File: config.mk
export PLATFORM = sky130hd
export DESIGN_NAME = cis_line_seq_flat
export DESIGN_NICKNAME = d
export VERILOG_FILES = /design/src/rtl/cis_line_seq_pkg.sv /design/src/rtl/cis_line_seq_if.sv /design/src/rtl/cis_line_seq_pix_div.sv /design/src/rtl/cis_line_seq.sv /design/src/flat_wrapper.sv
export SDC_FILE = /design/constraint.sdc
export NUM_CORES = 1
export LEC_CHECK = 0
export ABC_AREA = 1
export CORE_UTILIZATION = 53
export CTS_CLUSTER_DIAMETER = 120
export DETAILED_ROUTE_END_ITERATION = 8
export PLACE_DENSITY = 0.79
export SETUP_SLACK_MARGIN = 0.3
export SLEW_MARGIN = 20
export SYNTH_ARGS = -nofsm -noshare
export SYNTH_HDL_FRONTEND = slang
export SYNTH_HIERARCHICAL = 1
export SYNTH_SLANG_ARGS = --single-unit
File: constraint.sdc
create_clock -name adc_clk -period 3.46 [get_ports adc_clk]
set_input_delay 0.346 -clock adc_clk [delete_from_list [all_inputs] [get_ports adc_clk]]
set_output_delay 0.346 -clock adc_clk [all_outputs]
set_load 0.01 [all_outputs]
File: src/rtl/cis_line_seq_pkg.sv
// rtl/cis_line_seq_pkg.sv - shared types and constants for the CIS line sequencer
//
// Purpose : state encoding, pixel index width and the minimum line period
//           helper used by cis_line_seq, its interface and its bench.
// Contents: PIX_W       - width of the valid-pixel index
//           cis_state_t - sequencer states (IDLE, WAIT_INIT, LINE)
//           min_period  - shortest legal line in pixel periods
package cis_seq_pkg;

  localparam int PIX_W = 12;

  typedef enum logic [1:0] {
    IDLE      = 2'd0,
    WAIT_INIT = 2'd1,
    LINE      = 2'd2
  } cis_state_t;

  // A line must at least hold the start pulse, the dummy pixels and every
  // valid pixel; shorter requested periods are stretched to this.
  function automatic int min_period(input int pix_per_line, input int sp_width,
                                    input int dummy_pix);
    return sp_width + dummy_pix + pix_per_line;
  endfunction

endpackage

File: src/rtl/cis_line_seq_if.sv
// rtl/cis_line_seq_if.sv - control/pin bundle between top-level control and the line sequencer
//
// Purpose : groups the sequencer's control inputs and CIS/ADC outputs.
// Modports: master - top-level control side (drives init_done, start_cis, sp_para)
//           slave  - the sequencer (drives cis_sp, adc_cds, cis_wren, pix_idx,
//                    line_cnt, busy, err_period)
// Option  : CIS_TEST_PATTERN_EN adds test_data (pix_idx ^ line_cnt[11:0]).
interface cis_line_seq_if;
  import cis_seq_pkg::*;

  logic             init_done;
  logic             start_cis;
  logic [15:0]      sp_para;
  logic             cis_sp;
  logic             adc_cds;
  logic             cis_wren;
  logic [PIX_W-1:0] pix_idx;
  logic [15:0]      line_cnt;
  logic             busy;
  logic             err_period;

`ifdef CIS_TEST_PATTERN_EN
  logic [PIX_W-1:0] test_data;

  modport master (
    output init_done, start_cis, sp_para,
    input  cis_sp, adc_cds, cis_wren, pix_idx, line_cnt, busy, err_period, test_data
  );

  modport slave (
    input  init_done, start_cis, sp_para,
    output cis_sp, adc_cds, cis_wren, pix_idx, line_cnt, busy, err_period, test_data
  );
`else
  modport master (
    output init_done, start_cis, sp_para,
    input  cis_sp, adc_cds, cis_wren, pix_idx, line_cnt, busy, err_period
  );

  modport slave (
    input  init_done, start_cis, sp_para,
    output cis_sp, adc_cds, cis_wren, pix_idx, line_cnt, busy, err_period
  );
`endif

endinterface

File: src/rtl/cis_line_seq_pix_div.sv
// rtl/cis_line_seq_pix_div.sv - pixel-period divider producing the ADC CDS clock and pixel tick
//
// Purpose : divides adc_clk by PIX_DIV while enabled; held cleared when disabled.
// Ports   : clk      in  sequencer clock
//           rst_n    in  asynchronous active-low reset
//           en       in  count enable (sequencer in LINE with init_done high)
//           adc_cds  out CDS clock, high for the first half of each pixel period (registered)
//           pix_tick out high in the last cycle of each pixel period
//           pre_tick out high in the cycle before pix_tick
module cis_pix_div #(
  parameter int PIX_DIV = 4
) (
  input  logic clk,
  input  logic rst_n,
  input  logic en,
  output logic adc_cds,
  output logic pix_tick,
  output logic pre_tick
);

  localparam int CW = $clog2(PIX_DIV);
  localparam logic [CW-1:0] LAST = CW'(PIX_DIV - 1);
  localparam logic [CW-1:0] PRE  = CW'(PIX_DIV - 2);
  localparam logic [CW-1:0] HALF = CW'(PIX_DIV / 2);

  logic [CW-1:0] div_cnt;

  always_ff @(posedge clk or negedge rst_n) begin
    if (!rst_n) begin
      div_cnt <= '0;
      adc_cds <= 1'b0;
    end else if (!en) begin
      div_cnt <= '0;
      adc_cds <= 1'b0;
    end else begin
      div_cnt <= (div_cnt == LAST) ? '0 : div_cnt + CW'(1);
      adc_cds <= (div_cnt < HALF);
    end
  end

  assign pix_tick = en && (div_cnt == LAST);
  // One cycle of look-ahead lets the registered strobe line up with the tick.
  assign pre_tick = en && (div_cnt == PRE);

endmodule

File: src/rtl/cis_line_seq.sv
// rtl/cis_line_seq.sv - line/pixel timing sequencer for the CIS front end
//
// Purpose : once ADC configuration is done, generates the sensor start pulse,
//           the ADC CDS clock and one data strobe per valid pixel, line after line.
// Ports   : adc_clk  in  sequencer clock
//           reset_n  in  asynchronous active-low reset
//           bus      slave modport of cis_line_seq_if:
//             init_done, start_cis, sp_para (in);
//             cis_sp, adc_cds, cis_wren, pix_idx, line_cnt, busy, err_period (out)
// Option  : CIS_TEST_PATTERN_EN drives bus.test_data = pix_idx ^ line_cnt[11:0]
//           alongside each strobe.
module cis_line_seq
  import cis_seq_pkg::*;
#(
  parameter int PIX_PER_LINE = 432,
  parameter int SP_WIDTH     = 2,
  parameter int DUMMY_PIX    = 16,
  parameter int PIX_DIV      = 4
) (
  input  logic          adc_clk,
  input  logic          reset_n,
  cis_line_seq_if.slave bus
);

  localparam int MIN_PERIOD = min_period(PIX_PER_LINE, SP_WIDTH, DUMMY_PIX);
  localparam logic [15:0] MIN_P16   = 16'(MIN_PERIOD);
  localparam logic [15:0] SP_END16  = 16'(SP_WIDTH);
  localparam logic [15:0] DATA_BEG16 = 16'(SP_WIDTH + DUMMY_PIX);

  cis_state_t       state;
  logic [15:0]      pcnt;
  logic [15:0]      eff_last;   // eff_period - 1 of the running line
  logic [15:0]      line_cnt;
  logic             err_period;
  logic             rearm;      // IDLE entered since last sample: a clean line may clear err
  logic             busy;
  logic             cis_sp;
  logic             cis_wren;
  logic [PIX_W-1:0] pix_idx;
`ifdef CIS_TEST_PATTERN_EN
  logic [PIX_W-1:0] test_data;
`endif

  logic div_en, pix_tick, pre_tick, adc_cds;

  // Abort on init_done loss takes effect on the same edge as the state change.
  assign div_en = (state == LINE) && bus.init_done;

  cis_pix_div #(.PIX_DIV(PIX_DIV)) u_pix_div (
    .clk      (adc_clk),
    .rst_n    (reset_n),
    .en       (div_en),
    .adc_cds  (adc_cds),
    .pix_tick (pix_tick),
    .pre_tick (pre_tick)
  );

  logic             sp_short;
  logic [15:0]      eff_last_new;
  logic             in_data;
  logic [PIX_W-1:0] idx_now;

  assign sp_short     = (bus.sp_para < MIN_P16);
  assign eff_last_new = (sp_short ? MIN_P16 : bus.sp_para) - 16'd1;
  assign in_data      = (pcnt >= DATA_BEG16) && (pcnt < MIN_P16);
  assign idx_now      = PIX_W'(pcnt - DATA_BEG16);

  always_ff @(posedge adc_clk or negedge reset_n) begin
    if (!reset_n) begin
      state      <= IDLE;
      pcnt       <= '0;
      eff_last   <= '0;
      line_cnt   <= '0;
      err_period <= 1'b0;
      rearm      <= 1'b0;
      busy       <= 1'b0;
      cis_sp     <= 1'b0;
      cis_wren   <= 1'b0;
      pix_idx    <= '0;
`ifdef CIS_TEST_PATTERN_EN
      test_data  <= '0;
`endif
    end else begin
      cis_sp   <= 1'b0;
      cis_wren <= 1'b0;
      pix_idx  <= '0;
`ifdef CIS_TEST_PATTERN_EN
      test_data <= '0;
`endif
      case (state)
        IDLE: begin
          pcnt <= '0;
          busy <= bus.start_cis;
          if (bus.start_cis) begin
            state    <= WAIT_INIT;
            line_cnt <= '0;
          end
        end

        WAIT_INIT: begin
          pcnt <= '0;
          if (!bus.start_cis) begin
            state <= IDLE;
            busy  <= 1'b0;
            rearm <= 1'b1;
          end else if (bus.init_done) begin
            state    <= LINE;
            eff_last <= eff_last_new;
            if (sp_short)   err_period <= 1'b1;
            else if (rearm) err_period <= 1'b0;
            rearm    <= 1'b0;
          end
        end

        LINE: begin
          if (!bus.init_done) begin
            // Partial line is dropped: no count, outputs low from the next edge.
            state <= WAIT_INIT;
            pcnt  <= '0;
          end else begin
            cis_sp <= (pcnt < SP_END16);
            if (pre_tick && in_data) begin
              cis_wren <= 1'b1;
              pix_idx  <= idx_now;
`ifdef CIS_TEST_PATTERN_EN
              test_data <= idx_now ^ PIX_W'(line_cnt);
`endif
            end
            if (pix_tick) begin
              if (pcnt == eff_last) begin
                line_cnt <= line_cnt + 16'd1;
                pcnt     <= '0;
                if (bus.start_cis) begin
                  eff_last <= eff_last_new;
                  if (sp_short)   err_period <= 1'b1;
                  else if (rearm) err_period <= 1'b0;
                  rearm    <= 1'b0;
                end else begin
                  state <= IDLE;
                  busy  <= 1'b0;
                  rearm <= 1'b1;
                end
              end else begin
                pcnt <= pcnt + 16'd1;
              end
            end
          end
        end

        default: begin
          state <= IDLE;
          busy  <= 1'b0;
        end
      endcase
    end
  end

  assign bus.cis_sp     = cis_sp;
  assign bus.adc_cds    = adc_cds;
  assign bus.cis_wren   = cis_wren;
  assign bus.pix_idx    = pix_idx;
  assign bus.line_cnt   = line_cnt;
  assign bus.busy       = busy;
  assign bus.err_period = err_period;
`ifdef CIS_TEST_PATTERN_EN
  assign bus.test_data  = test_data;
`endif

endmodule

File: src/flat_wrapper.sv
// flat-port wrapper written by rule: the top's interface ports become plain ports
module cis_line_seq_flat import cis_seq_pkg::*;
#(
  parameter int PIX_PER_LINE = 432,
  parameter int SP_WIDTH     = 2,
  parameter int DUMMY_PIX    = 16,
  parameter int PIX_DIV      = 4
)
  (adc_clk, reset_n, bus_init_done, bus_start_cis, bus_sp_para, bus_cis_sp, bus_adc_cds, bus_cis_wren, bus_pix_idx, bus_line_cnt, bus_busy, bus_err_period);
  cis_line_seq_if bus_i ();
  input  logic adc_clk;
  input  logic reset_n;
  input wire logic [$bits(bus_i.init_done)-1:0] bus_init_done;
  input wire logic [$bits(bus_i.start_cis)-1:0] bus_start_cis;
  input wire logic [$bits(bus_i.sp_para)-1:0] bus_sp_para;
  output wire logic [$bits(bus_i.cis_sp)-1:0] bus_cis_sp;
  output wire logic [$bits(bus_i.adc_cds)-1:0] bus_adc_cds;
  output wire logic [$bits(bus_i.cis_wren)-1:0] bus_cis_wren;
  output wire logic [$bits(bus_i.pix_idx)-1:0] bus_pix_idx;
  output wire logic [$bits(bus_i.line_cnt)-1:0] bus_line_cnt;
  output wire logic [$bits(bus_i.busy)-1:0] bus_busy;
  output wire logic [$bits(bus_i.err_period)-1:0] bus_err_period;
  assign bus_i.init_done = bus_init_done;
  assign bus_i.start_cis = bus_start_cis;
  assign bus_i.sp_para = bus_sp_para;
  assign bus_cis_sp = bus_i.cis_sp;
  assign bus_adc_cds = bus_i.adc_cds;
  assign bus_cis_wren = bus_i.cis_wren;
  assign bus_pix_idx = bus_i.pix_idx;
  assign bus_line_cnt = bus_i.line_cnt;
  assign bus_busy = bus_i.busy;
  assign bus_err_period = bus_i.err_period;
  cis_line_seq #(.PIX_PER_LINE(PIX_PER_LINE), .SP_WIDTH(SP_WIDTH), .DUMMY_PIX(DUMMY_PIX), .PIX_DIV(PIX_DIV)) u_core (.adc_clk(adc_clk), .reset_n(reset_n), .bus(bus_i));
endmodule
==> flow_summary.yaml, run 1 <==
sta:
  finalHoldViolCount: 0
  period_share_pct: 71.9
  relSlewSlack_pct: 62.0
  finalSetupTns_ps: 0
  rsz0062_at_grt: "no"
  fin_worst_skew_ps: 10.4
  fin_hold_ws_ps: 501
  fmax_ghz: 0.402
  tightest_slew_ps: 570
  period_needed_ps: 2490
  finalSetupViolations: 0
  drv_slew: 0
cts:
  post_cts_buffers: 0
  insertion_delay_ps: 360
  ctsLongestPathBuffers: 2
  cts_root_buf: "clkbuf_8"
  cts_sinks: 70
  cts_buffers: 9
  htreeDepth: 3
  clkTransAtPathRegs_ps: 80
  cts_tree: "yes"
setup_path:
  cpLargestDelayFamily: "simple AND/OR/NAND/NOR gates"
  cp-end-kind: "register"
  critPathMaxStageDelay_ps: 430
  slowest_stage: "dfrtp_1"
  cp.required_ps: 3690
  crit_path_cell_trace: "inv_1 > ha_1 > nand2_2 > inv_1 > nand2_1 > inv_1 > nor2_1 > nor2_1 > inv_1 > nor2_1 > nand3_4 > nand2_1 > o21ai_2"
  crit_cells: 13
  start_kind: "register"
  critPathKind: "register to register"
  path_common_cell: "inv_1"
  crit_path_end: "u_core/bus.line_cnt[12]$_DFFE_PN0P_"
  worstPathMaxFanout: 32
  startpoint: "u_core/state[0]$_DFFE_PN0P_"
  reg2reg_setup_slack_ps: 970
  r2r_end: "u_core/bus.line_cnt[12]$_DFFE_PN0P_"
  arrival_ps: 2720
  crit_buf_inv: 4
  reg2regPathDepth: 13
  r2r_start: "u_core/state[0]$_DFFE_PN0P_"
yosys:
  synth_nets: 635
  synth_top_area_share_pct: 39.0
  synth_cell_type_count: 38
  yosysSeqAreaShare_pct: 39.0
  syn_area_per_cell_um2: 7.46
  synthTopCellsByArea: "dfrtp_1, nand2_1, nor2_1, inv_1, xor2_1"
  ys_warn_count: 6
  synth-seq-cells: 70
  syn_inst: 602
  synth_top_cell_by_area: "dfrtp_1"
  syn_area_um2: 4490
power:
  powerDensity_nw_per_um2: 524
  p_sw_share_pct: 42.1
  pwr-share-seq_pct: 38.6
  ir_drop_v: 0.000295
  internal_power_mw: 1.59
  comb_power_share_pct: 39.1
  netSwitchingPower_mw: 1.16
  power_mw: 2.75
  p_leak_nw: 2.56
  p_clk_share_pct: 22.4
route:
  via_per_inst: 5.25
  vias: 4025
  wire_per_inst_um: 12.3
  first_pass_iters: 5
  drc: 0
  drt_wl_total_um: 9380
  antenna_violating_nets_post_route: 0
  drtIter0Drc: 250
global_routing:
  antenna_found_initial: 0
  grt_pass1_vias: 3772
  grt_pass1_wl_um: 16100
  grtUsageTotal_pct: 23.4
  grt_start_max_net_pins: 45
  overflow: 0
cells_and_area:
  stdcell_count: 766
  antennaDiodeCount: 0
  fin_nets: 689
  multiInputGateArea_um2: 2380
  num-fill-cells: 702
  seqCellArea_um2: 1750
  final_util_pct: 63.9
  area_growth_syn_to_layout_pct: 16.9
  drive_gt1_share_pct: 13.2
worst_hold_path:
  hp-class: "register to register"
floorplanning:
  io_pins: 53
  start_util_pct: 54.6
  dieArea_um2: 8840
  core-area_um2: 8220
  rows: 33
  die_width_um: 94.0
  die_y_um: 94.0
status:
  status: "complete, no violations"
placed_design:
  placedCellCount: 749
  hpwl_um: 7050
  portBuffers: 52
  place_congestion: 0.879
flow_run:
  cap_violations: 0
-- worst min-delay path by stage --
stage,start,to,slack (ps),depth (start not counted)
floorplan,reset_n,u_core/bus.busy$_DFFE_PN0P_,50,0
global placement,reset_n,u_core/bus.pix_idx[5]$_DFF_PN0_,370,1
detailed placement,reset_n,u_core/bus.pix_idx[6]$_DFF_PN0_,380,1
CTS,u_core/rearm$_DFFE_PN0P_,u_core/rearm$_DFFE_PN0P_,510,2
global route,u_core/eff_last[8]$_DFFE_PN0P_,u_core/eff_last[8]$_DFFE_PN0P_,520,2
finish,u_core/rearm$_DFFE_PN0P_,u_core/rearm$_DFFE_PN0P_,500,2
-- cells in the final DEF (no fill, tap or decap), drive strengths merged --
| cell type | count |
|---|---|
| a2111oi | 1 |
| a21boi | 1 |
| a21oi | 9 |
| a31o | 4 |
| and3 | 1 |
| buf | 3 |
| clkbuf | 11 |
| clkdlybuf4s50 | 51 |
| clkinvlp | 2 |
| dfrtp | 70 |
| dlygate4sd3 | 1 |
| ha | 13 |
| inv | 72 |
| nand2 | 186 |
| nand3 | 44 |
| nand3b | 1 |
| nand4 | 11 |
| nor2 | 91 |
| nor3 | 10 |
| nor4 | 4 |
| o211ai | 1 |
| o21ai | 35 |
| o21bai | 4 |
| o22ai | 1 |
| o31ai | 1 |
| or2 | 5 |
| xnor2 | 3 |
| xor2 | 25 |
-- power by group through the flow --
stage	clock network, mW	logic, mW	registers, mW
finish	0.615	1.07	1.06
detailed placement	0	1.07	1.07
global route	0.664	1.22	1.08
floorplan	0	0.941	1.06
global placement	0	1.04	1.07
CTS	0.626	1.08	1.06
-- sequential cells by signal (all words and copies together) (netlist names), 2 cells and up --
name and count:
u_core/bus.pix_idx 12, u_core/u_pix_div/div_cnt 2, u_core/pcnt 16, u_core/eff_last 16
u_core/bus.line_cnt 16, u_core/state 2
-- routing by layer --
| layer | vias up | part of all wire, % | track usage, % |
|---|---|---|---|
| met5 | - | 0 | 0 |
| met4 | 0 | 4.2 | 14.1 |
| met3 | 37 | 4.6 | 4.94 |
| met2 | 132 | 48 | 38.5 |
| met1 | 1839 | 44 | 27.9 |
| li1 | 2017 | - | - |
-- cell families after synthesis --
logic type | after synthesis | share of synthesized area (%)
compound gates | 57 | 8.95
xor+xnor | 28 | 5.46
fa+ha+maj | 13 | 3.62
buf+inv | 81 | 7.92
flops | 70 | 39.0
simple gates | 353 | 35.0
-- worst reg2reg max path: stages (launching register included) --
cell	delay, ps
dfrtp_1	430
inv_1	100
ha_1	190
nand2_2	90
inv_1	160
nand2_1	70
inv_1	110
nor2_1	90
nor2_1	150
inv_1	70
nor2_1	170
nand3_4	430
nand2_1	240
o21ai_2	70
-- area by class of cell --
type | count | area share, %
clock buffers | 11 | 2.69
clock inverters | 5 | 0.787
inverters | 69 | 4.94
multi-input cells | 451 | 45.4
flip-flops and latches | 70 | 33.4
well taps | 105 | 2.50
repair buffers | 55 | 10.3
-- repair_timing --
| action | 4_1_cts | 5_1_grt |
|---|---|---|
| hold endpoints to repair | 14 | 0 |
| hold buffers | 1 | 0 |
| resized for setup | 0 | 0 |
-- Yosys cell counts (all sizes together) --
cell type and instances:
a2111oi 1, a21boi 1, a21oi 9, a31o 4, and3 1, buf 11
clkbuf 1, dfrtp 70, ha 13, inv 69, nand2 186, nand3 44
nand3b 1, nand4 11, nor2 91, nor3 10, nor4 4, o211ai 1
o21ai 35, o21bai 4, o22ai 1, o31ai 1, or2 5, xnor2 3
xor2 25
-- stage by stage --
stage	setup slack (ps)	instance area [um2]
after floorplan	1360	4490
after global placement	935	5050
after detailed placement	813	5050
after CTS	967	5250
after global routing	664	5250
final	971	5250
(Power assumes the default switching activity.)
==> inputs of run 2 (changes only) <==
==> constraint.sdc (replaced) <==
create_clock -name adc_clk -period 2.44 [get_ports adc_clk]
set_input_delay 0.244 -clock adc_clk [delete_from_list [all_inputs] [get_ports adc_clk]]
set_output_delay 0.244 -clock adc_clk [all_outputs]
set_load 0.01 [all_outputs]
==> run 2 against run 1 <==
Compared with the run above:
- setup slack lost 570 ps
- sequential cell count is the same
- register-to-register slack lost 570 ps
- critical endpoint is now u_core/pcnt[10]$_DFFE_PN0P_
==> flow_summary.yaml, run 2 (synthesized netlist as in run 1, its figures left out) <==
route:
  antenna_violating_nets_post_route: 0
  drt_wl_total_um: 9750
  drc: 0
  via_per_inst: 5.23
  drtIter0Drc: 313
  first_pass_iters: 5
  wire_per_inst_um: 12.6
  vias: 4057
setup_path:
  arrival_ps: 2320
  reg2reg_setup_slack_ps: 400
  cpLargestDelayFamily: "simple AND/OR/NAND/NOR gates"
  worstPathMaxFanout: 6
  crit_buf_inv: 4
  cp.required_ps: 2720
  crit_path_cell_trace: "inv_1 > ha_2 > nand2_2 > inv_1 > nand2_1 > inv_2 > o21bai_4 > inv_2 > nand3_2 > nor2_4 > nand3_1 > o21ai_0 > nand2_1 > nor2_1"
  start_kind: "register"
  r2r_start: "u_core/state[0]$_DFFE_PN0P_"
  cp-end-kind: "register"
  critPathKind: "register to register"
  critPathMaxStageDelay_ps: 400
  slowest_stage: "dfrtp_1"
  startpoint: "u_core/state[0]$_DFFE_PN0P_"
floorplanning:
  io_pins: 53
  rows: 33
  die_y_um: 94.0
  start_util_pct: 54.6
  core-area_um2: 8220
  dieArea_um2: 8840
  die_width_um: 94.0
cts:
  clkTransAtPathRegs_ps: 80
  cts_tree: "yes"
  cts_root_buf: "clkbuf_8"
  cts_sinks: 70
  htreeDepth: 3
  ctsLongestPathBuffers: 2
  insertion_delay_ps: 350
  cts_buffers: 9
sta:
  period_needed_ps: 2040
  finalSetupViolations: 0
  rsz0062_at_grt: "no"
  drv_slew: 0
  relSlewSlack_pct: 60.5
  fmax_ghz: 0.490
  finalSetupTns_ps: 0
  period_share_pct: 83.6
  tightest_slew_ps: 592
  finalHoldViolCount: 0
  fin_worst_skew_ps: 14.7
cells_and_area:
  fin_nets: 699
  antennaDiodeCount: 0
  multiInputGateArea_um2: 2420
  layout_commonest_cell: "nand2_1"
  area_growth_syn_to_layout_pct: 20.5
  drive_gt1_share_pct: 15.9
  reg.largest.list: "u_core/bus.line_cnt x16, u_core/eff_last x16, u_core/pcnt x16"
  seqCellArea_um2: 1750
  final_cell_mix: "nand2_1, nor2_1, dfrtp_1, inv_1, clkdlybuf4s50_1"
  num-fill-cells: 678
placed_design:
  portBuffers: 52
  place_congestion: 0.921
  hpwl_um: 7140
global_routing:
  grt_pass1_wl_um: 16200
  antenna_found_initial: 0
  grtUsageTotal_pct: 23.5
  grt_start_max_net_pins: 46
  grt_pass1_vias: 3628
  overflow: 0
power:
  p_leak_nw: 2.63
  ir_drop_v: 0.000451
  powerDensity_nw_per_um2: 768
  power_mw: 4.15
flow_run:
  cap_violations: 0
worst_hold_path:
  hp-class: "input pin to async pin"
status:
  status: "complete, no violations"
==> run 2: cell types whose count changed in the layout (fill, tap and decap cells not counted), sizes merged <==
cell	change
buf	+10
clkinv	+3
clkinvlp	-2
inv	-1
==> run 2: worst paths after layout <==
path / cells after the start / endpoint
min in group adc_clk: 1 / u_core/u_pix_div/adc_cds$_DFF_PN0_
min: 2 / u_core/bus.pix_idx[4]$_DFF_PN0_
max in group asynchronous: 3 / u_core/eff_last[11]$_DFFE_PN0P_
max: 14 / u_core/pcnt[10]$_DFFE_PN0P_
max reg2reg: 14 / u_core/pcnt[10]$_DFFE_PN0P_
min reg2reg: 1 / u_core/u_pix_div/adc_cds$_DFF_PN0_
==> run 2: where the power goes <==
| part | total [mW] | internal, mW | switching (mW) |
|---|---|---|---|
| Clock | 0.886 | 0.433 | 0.453 |
| Sequential | 1.50 | 1.35 | 0.146 |
| Combinational | 1.77 | 0.684 | 1.09 |
==> run 2: repair_timing <==
action / in CTS / in global routing
gates resized for setup: 4 / 12
pin swaps: 4 / 2
endpoints found under the setup margin: 35 / 51
hold buffers: 1 / 0
hold endpoints to repair: 25 / 0
buffers inserted: 5 / 1
==> run 2: stage by stage <==
stage                     cells  setup slack [ps]  utilization [%]  hold slack (ps)  area [um2]
after detailed placement    753              37.9             62.0              286        5100
after floorplan             602               341                -            -51.6        4490
after global routing        776               281             65.9              478        5410
after CTS                   775               313             65.3              446        5360
final                       776               400             65.9              427        5410
after global placement      753              90.2             62.0              280        5100
==> run 2: layout make-up <==
type                            count  area share [%]
Inverter                           69            4.79
Sequential cell                    70            32.4
Clock inverter                      5           0.740
Clock buffer                       11            2.80
Multi-Input combinational cell    451            44.8
Tap cell                          105            2.43
Timing Repair Buffer               65            12.1
==> run 2: per-layer routing <==
metal / vias up / routed length, um / global-route usage, %
met1: 1841 / 4150 / 29.6
met5: - / 0 / 0
met4: 0 / 218 / 9.23
met2: 152 / 4820 / 39.8
li1: 2040 / - / -
met3: 24 / 568 / 4.37
==> inputs of run 3 (changes only) <==
--- a/config.mk
+++ b/config.mk
@@ -6,10 +6,10 @@
 export NUM_CORES = 1
 export LEC_CHECK = 0
 export ABC_AREA = 1
-export CORE_UTILIZATION = 53
+export CORE_UTILIZATION = 51
 export CTS_CLUSTER_DIAMETER = 120
 export DETAILED_ROUTE_END_ITERATION = 8
-export PLACE_DENSITY = 0.79
+export PLACE_DENSITY = 0.8
 export SETUP_SLACK_MARGIN = 0.3
 export SLEW_MARGIN = 20
 export SYNTH_ARGS = -nofsm -noshare
==> constraint.sdc (replaced) <==
create_clock -name adc_clk -period 1.7 [get_ports adc_clk]
set_input_delay 0.17 -clock adc_clk [delete_from_list [all_inputs] [get_ports adc_clk]]
set_output_delay 0.17 -clock adc_clk [all_outputs]
set_load 0.01 [all_outputs]
==> run 3 against run 2 <==
Compared with the run above:
- the run now ends with setup timing left
- wire length grew 58%
- global-route usage grew 7.8 points
- sequential share of layout area is 6.5 points lower
- cell area grew 26%
- clock power up 93%
- non-clock buffer count up 103
- final cell count grew 13%
==> flow_summary.yaml, run 3 (synthesized netlist as in run 1, its figures left out) <==
cells_and_area:
  fin_nets: 802
  stdcell_count: 879
  reg.largest.list: "u_core/bus.line_cnt x16, u_core/eff_last x16, u_core/pcnt x16"
  final_cell_mix: "nand2_1, buf_4, nor2_1, dfrtp_1, inv_1"
  num-fill-cells: 463
  seqCellArea_um2: 1760
  layout_commonest_cell: "nand2_1"
  stdcell_area_um2: 6820
  final_util_pct: 81.4
  area_growth_syn_to_layout_pct: 51.9
  multiInputGateArea_um2: 2860
  antennaDiodeCount: 0
  drive_gt1_share_pct: 35.4
floorplanning:
  die_width_um: 95.8
  die_y_um: 95.8
  dieArea_um2: 9180
  rows: 33
  start_util_pct: 53.6
  core-area_um2: 8380
  io_pins: 53
setup_path:
  cpLargestDelayFamily: "simple AND/OR/NAND/NOR gates"
  path_common_cell: "nand2_1"
  critPathMaxStageDelay_ps: 440
  start_kind: "register"
  crit_path_cell_trace: "ha_1 > nand2_1 > nor2_1 > nand2_1 > nor2_2 > nand2_1 > nor3_2 > nand2_1 > xor2_1 > nor2_1"
  cp.required_ps: 1950
  crit_buf_inv: 0
  worstPathMaxFanout: 3
  arrival_ps: 2250
  slowest_stage: "dfrtp_1"
  cp-end-kind: "register"
  critPathKind: "register to register"
power:
  ir_drop_v: 0.00110
  powerDensity_nw_per_um2: 1220
  p_leak_nw: 3.61
sta:
  period_share_pct: 117
  fmax_ghz: 0.501
  period_needed_ps: 2000
  drv_slew: 0
  relSlewSlack_pct: 63.3
  tightest_slew_ps: 546
  finalHoldViolCount: 0
  finalSetupViolations: 63
  worst_slack_ps: -295
  finalSetupTns_ps: -9810
  rsz0062_at_grt: "yes"
  fin_worst_skew_ps: 11.7
route:
  drc: 0
  first_pass_iters: 5
  drt_wl_total_um: 15400
  vias: 5095
  via_per_inst: 5.80
  wire_per_inst_um: 17.5
  drtIter0Drc: 516
  antenna_violating_nets_post_route: 0
placed_design:
  portBuffers: 52
  place_area_um2: 5730
  place_congestion: 0.932
  placedCellCount: 826
  hpwl_um: 8000
global_routing:
  grt_start_max_net_pins: 71
  grtUsageTotal_pct: 31.4
  overflow: 0
  grt_pass1_wl_um: 22100
  grt_pass1_vias: 4789
  antenna_found_initial: 0
cts:
  cts_tree: "yes"
  insertion_delay_ps: 370
  cts_buffers: 9
  ctsLongestPathBuffers: 2
  cts_root_buf: "clkbuf_8"
  htreeDepth: 3
  clkTransAtPathRegs_ps: 80
  cts_sinks: 70
flow_run:
  cap_violations: 0
status:
  status: "finished, violations left"
  violations: "setup timing"
worst_hold_path:
  hp-class: "input pin to async pin"
-- run 3: changes by cell type in the layout (fill, tap and decap cells not counted), moves of 13 or more --
cell	delta
nor2_4	+13
dlygate4sd2_1	+25
nand2_4	+17
buf_6	+13
nor2_1	-17
nand2_1	-14
buf_4	+85
clkdlybuf4s50_1	-33
-- run 3: power breakdown --
group	switching, mW	internal [mW]
Combinational	2.41	2.01
Clock	0.726	0.982
Sequential	0.242	1.94
Total	3.38	4.93
-- run 3: worst paths after layout --
check	start	slack, ps	to	cells past startpoint
max in group asynchronous	reset_n	1010	u_core/bus.line_cnt[3]$_DFFE_PN0P_	3
min in group adc_clk	u_core/eff_last[14]$_DFFE_PN0P_	520	u_core/eff_last[14]$_DFFE_PN0P_	2
worst max-delay path	u_core/pcnt[1]$_DFFE_PN0P_	-300	u_core/pcnt[15]$_DFFE_PN0P_	10
worst min register to register	u_core/eff_last[14]$_DFFE_PN0P_	520	u_core/eff_last[14]$_DFFE_PN0P_	2
worst max register to register	u_core/pcnt[1]$_DFFE_PN0P_	-300	u_core/pcnt[15]$_DFFE_PN0P_	10
worst min-delay path	reset_n	330	u_core/bus.line_cnt[15]$_DFFE_PN0P_	3
-- run 3: worst min-delay path, stage by stage --
cell and delay (ps):
dlygate4sd3_1 520, buf_2 120, buf_12 300
-- run 3: final cells by class --
cell class                 instances  share of cell area [%]
multi-input combinational        451                    42.0
sequential                        70                    25.8
timing repair buffer             168                    22.6
inverter                          69                    4.02
tap                              105                    1.93
clock buffer                       9                    1.82
clock inverter                     7                    1.78
-- run 3: per-layer routing --
layer	up-vias	part of all wire [%]	track usage, %
met2	362	49	56.2
met3	98	8.8	4.03
met1	2380	36	36.9
met5	-	0	0
li1	2255	-	-
met4	0	6.1	15.3
-- run 3: repair_timing --
action | CTS | global route
hold endpoints to repair | 70 | 0
buffers inserted | 24 | 8
hold buffers | 1 | 0
gates resized for setup | 92 | 76
endpoints found under the setup margin | 92 | 77
gates cloned | 3 | 1
pin swaps | 23 | 25
-- run 3: through the flow --
step / setup WS [ps] / power, mW / hold WS [ps]
2_1_floorplan: -264 / 4.16 / -126
3_3_place_gp: -222 / 4.92 / 220
3_5_place_dp: -341 / 5.02 / 222
4_1_cts: -161 / 7.66 / 378
5_1_grt: -337 / 8.70 / 399
6_report: -295 / 8.31 / 334
